[config.mk]
export PLATFORM = sky130hd
export DESIGN_NAME = imem_arbiter_flat
export DESIGN_NICKNAME = d
export VERILOG_FILES = /design/src/rtl/imem_arbiter_if.sv /design/src/rtl/imem_arbiter.sv /design/src/flat_wrapper.sv
export SDC_FILE = /design/constraint.sdc
export NUM_CORES = 1
export LEC_CHECK = 0
export BUFFER_PORTS_ARGS = -buffer_cell sky130_fd_sc_hd__buf_2
export CORE_MARGIN = 1.5
export CORE_UTILIZATION = 31
export CTS_CLUSTER_DIAMETER = 50
export DETAILED_ROUTE_END_ITERATION = 10
export PLACE_DENSITY = 0.67
export SYNTH_ARGS = -nofsm -noshare
export SYNTH_HDL_FRONTEND = slang
export SYNTH_SLANG_ARGS = --single-unit
[constraint.sdc]
create_clock -name clk -period 3.8 [get_ports clk]
set_input_delay 0.76 -clock clk [delete_from_list [all_inputs] [get_ports clk]]
set_output_delay 0.76 -clock clk [all_outputs]
set_load 0.01 [all_outputs]
[src/rtl/imem_arbiter_if.sv]
// imem_arbiter_if: bundles the fetch port (F), loader port (L) and spram port
//    of the instruction-memory arbiter.
// Latency: none, this is wiring only.
// Backpressure: F and L hold their requests until they see gnt; the spram
//    port has no backpressure.
// Ports: none; clk/reset are carried separately by the modules.
// Modport slave  = arbiter view (drives gnt/rsp and mem_*, samples requests and mem_rdata).
// Modport master = environment view (drives requests and mem_rdata).
interface imem_arbiter_if #(
   parameter int AW = 10,
   parameter int DW = 32
) ();
   // fetch port (read-only)
   logic          f_req;
   logic [AW-1:0] f_addr;
   logic          f_gnt;
   logic          f_rvalid;
   logic [DW-1:0] f_rdata;
   logic          f_err;
   // loader / debug port
   logic          l_req;
   logic          l_we;
   logic [AW-1:0] l_addr;
   logic [DW-1:0] l_wdata;
   logic          l_gnt;
   logic          l_rvalid;
   logic [DW-1:0] l_rdata;
   logic          l_err;
   logic          l_hold;
   // spram
   logic [AW-1:0] mem_addr;
   logic          mem_we;
   logic [DW-1:0] mem_wdata;
   logic [DW-1:0] mem_rdata;

   modport slave (
      input  f_req, f_addr,
      output f_gnt, f_rvalid, f_rdata, f_err,
      input  l_req, l_we, l_addr, l_wdata, l_hold,
      output l_gnt, l_rvalid, l_rdata, l_err,
      output mem_addr, mem_we, mem_wdata,
      input  mem_rdata
   );

   modport master (
      output f_req, f_addr,
      input  f_gnt, f_rvalid, f_rdata, f_err,
      output l_req, l_we, l_addr, l_wdata, l_hold,
      input  l_gnt, l_rvalid, l_rdata, l_err,
      input  mem_addr, mem_we, mem_wdata,
      output mem_rdata
   );
endinterface

[src/rtl/imem_arbiter.sv]
// imem_arbiter: arbitrates fetch (F) and loader (L) onto one spram; grants are
//    combinational, and a starvation counter forces L through under a steady fetch.
// Latency: the access is granted in the request cycle and the response is
//    tagged to its owner exactly one cycle after the grant.
// Backpressure: a requester that is not granted holds its request; each
//    response is a single-cycle pulse that cannot be stalled.
// Ports: clk, reset (synchronous, active-high), bus (imem_arbiter_if.slave).
module imem_arbiter #(
   parameter int AW       = 10,
   parameter int DW       = 32,
   parameter int MAX_WAIT = 4
) (
   input  logic           clk,
   input  logic           reset,
   imem_arbiter_if.slave  bus
);

   typedef enum logic [1:0] {
      OWN_NONE = 2'd0,
      OWN_F    = 2'd1,
      OWN_L    = 2'd2
   } owner_e;

   localparam logic [3:0] MAX_WAIT_C = 4'(MAX_WAIT);

   // response tag registered in the grant cycle
   owner_e        rsp_owner_q, rsp_owner_d;
   logic          rsp_err_q,   rsp_err_d;
   logic          rsp_we_q,    rsp_we_d;
   // consecutive cycles L has been denied
   logic [3:0]    wait_cnt_q,  wait_cnt_d;
   // last driven spram address / write data, held while idle
   logic [AW-1:0] addr_q,      addr_d;
   logic [DW-1:0] wdata_q,     wdata_d;

   logic          f_gnt, l_gnt;
   logic          f_mis, l_mis;
   logic          mem_we;
   logic          f_rvalid, l_rvalid;

   assign f_mis = (bus.f_addr[1:0] != 2'b00);
   assign l_mis = (bus.l_addr[1:0] != 2'b00);

   // grant selection; nothing is granted while reset is high, so a request
   // presented in the reset cycle never produces a response
   always_comb begin
      f_gnt = 1'b0;
      l_gnt = 1'b0;
      if (!reset) begin
         if (bus.l_hold) begin
            l_gnt = bus.l_req;
         end else if ((wait_cnt_q == MAX_WAIT_C) && bus.l_req) begin
            l_gnt = 1'b1;
         end else if (bus.f_req) begin
            f_gnt = 1'b1;
         end else if (bus.l_req) begin
            l_gnt = 1'b1;
         end
      end
   end

   // memory drive and response tagging
   always_comb begin
      addr_d      = addr_q;
      wdata_d     = wdata_q;
      mem_we      = 1'b0;
      rsp_owner_d = OWN_NONE;
      rsp_err_d   = 1'b0;
      rsp_we_d    = 1'b0;
      if (f_gnt) begin
         rsp_owner_d = OWN_F;
         rsp_err_d   = f_mis;
         if (!f_mis) begin
            addr_d = bus.f_addr;
         end
      end else if (l_gnt) begin
         rsp_owner_d = OWN_L;
         rsp_err_d   = l_mis;
         rsp_we_d    = bus.l_we;
         // a misaligned access is granted but never touches the spram
         if (!l_mis) begin
            addr_d = bus.l_addr;
            mem_we = bus.l_we;
            if (bus.l_we) begin
               wdata_d = bus.l_wdata;
            end
         end
      end
   end

   // starvation counter: counts denied L cycles, saturates at MAX_WAIT
   always_comb begin
      wait_cnt_d = 4'd0;
      if (bus.l_req && !l_gnt) begin
         wait_cnt_d = (wait_cnt_q == MAX_WAIT_C) ? MAX_WAIT_C : (wait_cnt_q + 4'd1);
      end
   end

   always_ff @(posedge clk) begin
      if (reset) begin
         rsp_owner_q <= OWN_NONE;
         rsp_err_q   <= 1'b0;
         rsp_we_q    <= 1'b0;
         wait_cnt_q  <= 4'd0;
         addr_q      <= '0;
         wdata_q     <= '0;
      end else begin
         rsp_owner_q <= rsp_owner_d;
         rsp_err_q   <= rsp_err_d;
         rsp_we_q    <= rsp_we_d;
         wait_cnt_q  <= wait_cnt_d;
         addr_q      <= addr_d;
         wdata_q     <= wdata_d;
      end
   end

   // responses are suppressed while reset is high so every output reads 0
   assign f_rvalid = !reset && (rsp_owner_q == OWN_F);
   assign l_rvalid = !reset && (rsp_owner_q == OWN_L);

   assign bus.f_gnt     = f_gnt;
   assign bus.l_gnt     = l_gnt;
   assign bus.f_rvalid  = f_rvalid;
   assign bus.l_rvalid  = l_rvalid;
   assign bus.f_err     = f_rvalid && rsp_err_q;
   assign bus.l_err     = l_rvalid && rsp_err_q;
   assign bus.f_rdata   = (f_rvalid && !rsp_err_q) ? bus.mem_rdata : '0;
   assign bus.l_rdata   = (l_rvalid && !rsp_err_q && !rsp_we_q) ? bus.mem_rdata : '0;
   assign bus.mem_we    = mem_we;
   assign bus.mem_addr  = reset ? '0 : addr_d;
   assign bus.mem_wdata = reset ? '0 : wdata_d;

endmodule

[src/flat_wrapper.sv]
// flat-port wrapper written by rule: the top's interface ports become plain ports
module imem_arbiter_flat 
#(
   parameter int AW       = 10,
   parameter int DW       = 32,
   parameter int MAX_WAIT = 4
)
  (clk, reset, bus_f_req, bus_f_addr, bus_f_gnt, bus_f_rvalid, bus_f_rdata, bus_f_err, bus_l_req, bus_l_we, bus_l_addr, bus_l_wdata, bus_l_hold, bus_l_gnt, bus_l_rvalid, bus_l_rdata, bus_l_err, bus_mem_addr, bus_mem_we, bus_mem_wdata, bus_mem_rdata);
  imem_arbiter_if #(.AW(AW), .DW(DW)) bus_i ();
  input  logic clk;
  input  logic reset;
  input wire logic [$bits(bus_i.f_req)-1:0] bus_f_req;
  input wire logic [$bits(bus_i.f_addr)-1:0] bus_f_addr;
  output wire logic [$bits(bus_i.f_gnt)-1:0] bus_f_gnt;
  output wire logic [$bits(bus_i.f_rvalid)-1:0] bus_f_rvalid;
  output wire logic [$bits(bus_i.f_rdata)-1:0] bus_f_rdata;
  output wire logic [$bits(bus_i.f_err)-1:0] bus_f_err;
  input wire logic [$bits(bus_i.l_req)-1:0] bus_l_req;
  input wire logic [$bits(bus_i.l_we)-1:0] bus_l_we;
  input wire logic [$bits(bus_i.l_addr)-1:0] bus_l_addr;
  input wire logic [$bits(bus_i.l_wdata)-1:0] bus_l_wdata;
  input wire logic [$bits(bus_i.l_hold)-1:0] bus_l_hold;
  output wire logic [$bits(bus_i.l_gnt)-1:0] bus_l_gnt;
  output wire logic [$bits(bus_i.l_rvalid)-1:0] bus_l_rvalid;
  output wire logic [$bits(bus_i.l_rdata)-1:0] bus_l_rdata;
  output wire logic [$bits(bus_i.l_err)-1:0] bus_l_err;
  output wire logic [$bits(bus_i.mem_addr)-1:0] bus_mem_addr;
  output wire logic [$bits(bus_i.mem_we)-1:0] bus_mem_we;
  output wire logic [$bits(bus_i.mem_wdata)-1:0] bus_mem_wdata;
  input wire logic [$bits(bus_i.mem_rdata)-1:0] bus_mem_rdata;
  assign bus_i.f_req = bus_f_req;
  assign bus_i.f_addr = bus_f_addr;
  assign bus_f_gnt = bus_i.f_gnt;
  assign bus_f_rvalid = bus_i.f_rvalid;
  assign bus_f_rdata = bus_i.f_rdata;
  assign bus_f_err = bus_i.f_err;
  assign bus_i.l_req = bus_l_req;
  assign bus_i.l_we = bus_l_we;
  assign bus_i.l_addr = bus_l_addr;
  assign bus_i.l_wdata = bus_l_wdata;
  assign bus_i.l_hold = bus_l_hold;
  assign bus_l_gnt = bus_i.l_gnt;
  assign bus_l_rvalid = bus_i.l_rvalid;
  assign bus_l_rdata = bus_i.l_rdata;
  assign bus_l_err = bus_i.l_err;
  assign bus_mem_addr = bus_i.mem_addr;
  assign bus_mem_we = bus_i.mem_we;
  assign bus_mem_wdata = bus_i.mem_wdata;
  assign bus_i.mem_rdata = bus_mem_rdata;
  imem_arbiter #(.AW(AW), .DW(DW), .MAX_WAIT(MAX_WAIT)) u_core (.clk(clk), .reset(reset), .bus(bus_i));
endmodule
==> flow_metrics.env, run 1 <==
export IMPL_avgRoutedWirePerCell_um=12.5
export IMPL_drt_iter0_drc=62
export IMPL_p_total_mw=1.14
export IMPL_h_tree_depth=2
export IMPL_cp_arrival_ns=2.41
export IMPL_core_um2=7650
export IMPL_cp_max_fo=8
export IMPL_worstSetupPathType="flop to output port"
export IMPL_fin_crit_ns=3.17
export IMPL_grt_pass1_vias=2534
export IMPL_io_buffers=202
export IMPL_clk_pin_slew_ns=0.10
export IMPL_finalHoldViolCount=0
export IMPL_synth_nets=406
export IMPL_die_area_um2=8360
export IMPL_gp_congestion=0.826
export IMPL_tns_ns=0
export IMPL_cts_sinks=50
export IMPL_final_common_cell="buf_2"
export IMPL_post_route_util_pct=47.9
export IMPL_io_pins=203
export IMPL_powerDensity_nw_per_um2=312
export IMPL_synth_main_ff_cell="dfxtp_1"
export IMPL_maxSlewViolCount=0
export IMPL_synth_edf_count=0
export IMPL_ys_seq_area_share_pct=41.3
export IMPL_slowest_stage="o21ai_1"
export IMPL_synth_seq_cells=50
export IMPL_tightest_slew_ns=0.756
export IMPL_setup_viol=0
export IMPL_rows=32
export IMPL_numCtsBuffers=5
export IMPL_vias=2758
export IMPL_rsz0062_at_grt="false"
export IMPL_fin_worst_skew_ns=0.0101
export IMPL_drt_pass1_iterations=4
export IMPL_drive_gt1_share_pct=43.3
export IMPL_via_per_inst=4.51
export IMPL_max_stage_delay_ns=0.54
export IMPL_drc=0
export IMPL_start_util_pct=31.7
export IMPL_post_cts_resized=0
export IMPL_fmax_mhz=315
export IMPL_dp_cells=602
export IMPL_avgSynthCellArea_um2=7.72
export IMPL_final_cell_mix="202 x buf_2, 81 x nand2_1, 66 x and2_1"
export IMPL_root_buffer="clkbuf_8"
export IMPL_area_delta_synth_final_pct=50.9
export IMPL_drt_total_wl_um=7650
export IMPL_post_cts_buffers=0
export IMPL_cts_tree="built"
export IMPL_final_nets=599
export IMPL_grt_start_max_net_pins=46
export IMPL_ant_nets=0
export IMPL_instances_no_fill=611
export IMPL_yosys_warnings=0
export IMPL_synth_cells=314
export IMPL_grt_overflow=0
export IMPL_postCtsHoldBufs=0
export IMPL_async_reset_ff_share_pct=0
export IMPL_drv_cap=0
export IMPL_relSlewSlack_pct=49.6
export IMPL_synth_cell_types=32
export IMPL_crit_required_ns=3.04
export IMPL_grt_pass1_wl_um=11800
export IMPL_antenna_found_initial=1
export IMPL_p_leak_nw=1.92
export IMPL_path_cells="inv_1, ha_1, and3b_1, o21ai_1, nand2_1, a311oi_1, buf_2"
export IMPL_peakVddDrop_v=0.000201
export IMPL_die_h_um=91.4
export IMPL_clk_latency_ns=0.30
export IMPL_fin_crit_sh_pct=83.5
export IMPL_status="complete, no violations"
export IMPL_dieWidth_um=91.4
export IMPL_critPathLaunchType="flop"
export IMPL_fill_cells=772
export IMPL_endpoint_kind="output port"
export IMPL_hp_class="flop to flop"
export IMPL_netlist_area_um2=2420
export IMPL_hpwl_um=5920
export IMPL_grt_usage_pct=17.5
export IMPL_clockBufferDepth=2
==> worst paths after layout <==
path                                            from                 to  slack (ns)  depth (start not counted)
worst min-delay path               u_core.wdata_q[0]  u_core.wdata_q[0]        0.46                          2
worst max register to register  u_core.wait_cnt_q[0]   u_core.addr_q[9]        1.77                          6
worst min register to register     u_core.wdata_q[0]  u_core.wdata_q[0]        0.46                          2
worst max-delay path            u_core.wait_cnt_q[0]    bus_mem_addr[9]        0.63                          7
==> layer usage <==
metal | GRT usage [%] | routed length [µm] | up-vias
li1 | - | - | 1406
met3 | 4.27 | 568 | 8
met1 | 18.9 | 3050 | 1228
met2 | 32.8 | 3940 | 116
met5 | 0 | 0 | -
met4 | 5.73 | 89 | 0
==> power by group <==
| part | switching, mW | total [mW] | internal [mW] | leakage, nW |
|---|---|---|---|---|
| clock | 0.173 | 0.454 | 0.281 | 0.0714 |
| sequential | 0.00488 | 0.540 | 0.535 | 0.405 |
| combinational | 0.0779 | 0.148 | 0.0706 | 1.45 |
| total | 0.256 | 1.14 | 0.887 | 1.92 |
==> cell usage after synthesis, types with 2 or more instances <==
cell / instances / area (µm²)
o311a_1: 2 / 20.0
a211oi_1: 8 / 60.1
ha_1: 2 / 25.0
nor2_1: 10 / 37.5
dfxtp_1: 50 / 1000
inv_1: 5 / 18.8
nand2_1: 81 / 304
clkbuf_1: 17 / 63.8
buf_2: 3 / 15.0
nor3b_1: 2 / 15.0
nor2b_1: 10 / 62.6
and2_1: 66 / 413
a311oi_1: 8 / 70.1
a21oi_1: 32 / 160
==> metrics by stage <==
stage / instance area [µm²] / hold WS [ns] / setup WS [ns]
5_1_grt: 3660 / 0.471 / 0.356
4_1_cts: 3660 / 0.460 / 0.613
3_3_place_gp: 3510 / 0.442 / 0.700
2_1_floorplan: 2420 / 0.430 / 1.03
6_report: 3660 / 0.458 / 0.626
3_5_place_dp: 3510 / 0.447 / 0.642
==> sequential cells by signal, indices dropped and copies added (netlist names) <==
name,count
u_core.addr_q,10
u_core.rsp_err_q,1
u_core.rsp_owner_q,2
u_core.rsp_we_q,1
u_core.wait_cnt_q,4
u_core.wdata_q,32
==> worst max-delay path: cells and delay by family (launching register included) <==
kind / cells / cell delay, ns
adders and majority gates: 1 / 0.20
DFF: 1 / 0.39
buffers and inverters: 2 / 0.26
and+or+nand+nor: 2 / 0.34
AOI/OAI and AO/OA: 2 / 0.92
==> cell type report <==
type	instances	area, µm²	area share [%]
Timing Repair Buffer	206	1040	28.4
Clock inverter	2	60.1	1.64
Tap cell	102	128	3.49
Multi-Input combinational cell	238	1320	36.1
Antenna cell	1	2.50	0.0684
Clock buffer	6	82.6	2.26
Sequential cell	50	1000	27.4
Inverter	6	22.5	0.615
==> cell families after synthesis <==
| logic type | share of synthesized area (%) |
|---|---|
| adder cells (fa/ha/maj) | 1.03 |
| AND/OR/NAND/NOR | 37.7 |
| buffers and inverters | 4.18 |
| AO/OA/AOI/OAI | 15.1 |
| XOR/XNOR | 0.723 |
| flip-flops | 41.3 |
No activity file was read; power rests on OpenSTA's default activity.
==> inputs of run 2 (changes only) <==
clock period = 3.3 ns   (was 3.8 ns; I/O delays follow)
==> run 2 against run 1 <==
  * Non-clock buffer count up 2
  * Via count up 0.98%
  * Sequential cell count unchanged
  * Clock power down 4%
  * Largest cell class unchanged
==> flow_metrics.env, run 2 (synthesized netlist as in run 1, its figures left out) <==
export IMPL_status="complete, no violations"
export IMPL_reg_top3="u_core.wdata_q (32), u_core.addr_q (10), u_core.wait_cnt_q (4)"
export IMPL_via_per_inst=4.54
export IMPL_start_util_pct=31.7
export IMPL_powerDensity_nw_per_um2=338
export IMPL_tns_ns=0
export IMPL_largest_reg_flops=32
export IMPL_drt_total_wl_um=7690
export IMPL_io_buffers=202
export IMPL_grt_pass1_vias=2495
export IMPL_hpwl_um=6020
export IMPL_cp_arrival_ns=2.39
export IMPL_numCtsBuffers=5
export IMPL_largest_register="u_core.wdata_q"
export IMPL_swShare_pct=24.9
export IMPL_seq_power_share_pct=50.5
export IMPL_drc=0
export IMPL_fmax_mhz=328
export IMPL_antenna_found_initial=2
export IMPL_core_um2=7650
export IMPL_setup_viol=0
export IMPL_die_area_um2=8360
export IMPL_max_stage_delay_ns=0.59
export IMPL_placed_area_um2=3530
export IMPL_power_frac_comb_pct=14.0
export IMPL_grt_pass1_wl_um=11600
export IMPL_drv_cap=0
export IMPL_gp_congestion=0.831
export IMPL_relSlewSlack_pct=55.2
export IMPL_worstSetupPathType="flop to output port"
export IMPL_dieWidth_um=91.4
export IMPL_power_frac_clock_pct=35.6
export IMPL_peakVddDrop_v=0.000263
export IMPL_finalInstanceArea_um2=3650
export IMPL_crit_required_ns=2.64
export IMPL_grt_overflow=0
export IMPL_maxSlewViolCount=0
export IMPL_final_nets=601
export IMPL_cp_max_fo=21
export IMPL_root_buffer="clkbuf_8"
export IMPL_area_delta_synth_final_pct=50.4
export IMPL_rsz0062_at_grt="false"
export IMPL_fin_worst_skew_ns=0.00446
export IMPL_post_cts_buffers=0
export IMPL_switchingPower_uw=306
export IMPL_avgRoutedWirePerCell_um=12.5
export IMPL_rows=32
export IMPL_finalHoldViolCount=0
export IMPL_die_h_um=91.4
export IMPL_clockBufferDepth=2
export IMPL_drt_iter0_drc=78
export IMPL_endpoint_kind="output port"
export IMPL_p_int_uw=926
export IMPL_cts_tree="built"
export IMPL_p_leak_nw=1.92
export IMPL_clk_latency_ns=0.30
export IMPL_io_pins=203
export IMPL_h_tree_depth=2
export IMPL_ant_nets=0
export IMPL_slowest_stage="a21o_1"
export IMPL_hp_class="flop to flop"
export IMPL_fin_crit_sh_pct=92.5
export IMPL_critPathLaunchType="flop"
export IMPL_drt_pass1_iterations=4
export IMPL_path_cells="inv_1, ha_1, and3b_1, a21o_1, a211oi_1, a311oi_1, buf_2"
export IMPL_grt_usage_pct=17.4
export IMPL_final_cell_mix="202 x buf_2, 81 x nand2_1, 66 x and2_1"
export IMPL_post_cts_resized=0
export IMPL_reg2reg_slack_ns=1.29
export IMPL_cts_sinks=50
export IMPL_fill_cells=794
export IMPL_final_common_cell="buf_2"
export IMPL_clk_pin_slew_ns=0.09
export IMPL_grt_start_max_net_pins=40
export IMPL_tightest_slew_ns=0.673
export IMPL_vias=2785
export IMPL_postCtsHoldBufs=0
export IMPL_drive_gt1_share_pct=43.5
export IMPL_fin_crit_ns=3.05
-- run 2: layout make-up --
type	instances	area [µm²]	share of cell area [%]
multi-input combinational	238	1320	36.3
sequential	50	1000	27.4
clock buffer	5	68.8	1.89
clock inverter	3	43.8	1.20
tap	102	128	3.50
antenna	2	5.00	0.137
inverter	6	22.5	0.617
timing repair buffer	208	1060	29.0
-- run 2: final timing paths --
| kind | from | to | cells after the start |
|---|---|---|---|
| max | u_core.wait_cnt_q[0] | bus_mem_addr[3] | 7 |
| min reg2reg | u_core.addr_q[0] | u_core.addr_q[0] | 1 |
| max reg2reg | u_core.wait_cnt_q[0] | u_core.addr_q[3] | 6 |
| min | u_core.addr_q[0] | u_core.addr_q[0] | 1 |
-- run 2: metal layers --
metal / vias to the layer above / GRT usage [%] / wire length [µm]
met5: - / 0 / 0
met4: 0 / 7.81 / 190
met3: 14 / 4.36 / 572
met2: 129 / 31.7 / 3850
met1: 1228 / 18.7 / 3080
li1: 1414 / - / -
-- run 2: through the flow --
stage          setup WS, ns  util [%]  power (mW)  hold slack [ns]  std cells
6_report              0.247      47.7        1.23            0.456        614
5_1_grt              0.0146      47.7        1.29            0.466        614
4_1_cts               0.231      47.6        1.25            0.453        612
3_5_place_dp          0.313      46.2       0.809            0.440        604
3_3_place_gp          0.351      46.2       0.806            0.439        604
2_1_floorplan         0.729         -       0.712            0.430        314
-- run 2: critical path, delay by kind of cell, from the launching register on --
kind                       cells  cell delay [ns]
buffers and inverters          2             0.27
adders and majority gates      1             0.17
AOI/OAI and AO/OA              3             1.05
DFF                            1             0.35
and+or+nand+nor                1             0.26
-- run 2: power groups by stage --
stage                     sequential (mW)  combinational (mW)  clock (mW)
after floorplan                     0.635              0.0767           0
after global placement              0.636               0.170           0
after detailed placement            0.636               0.173           0
after CTS                           0.622               0.173       0.453
after global routing                0.624               0.189       0.479
final                               0.622               0.172       0.438
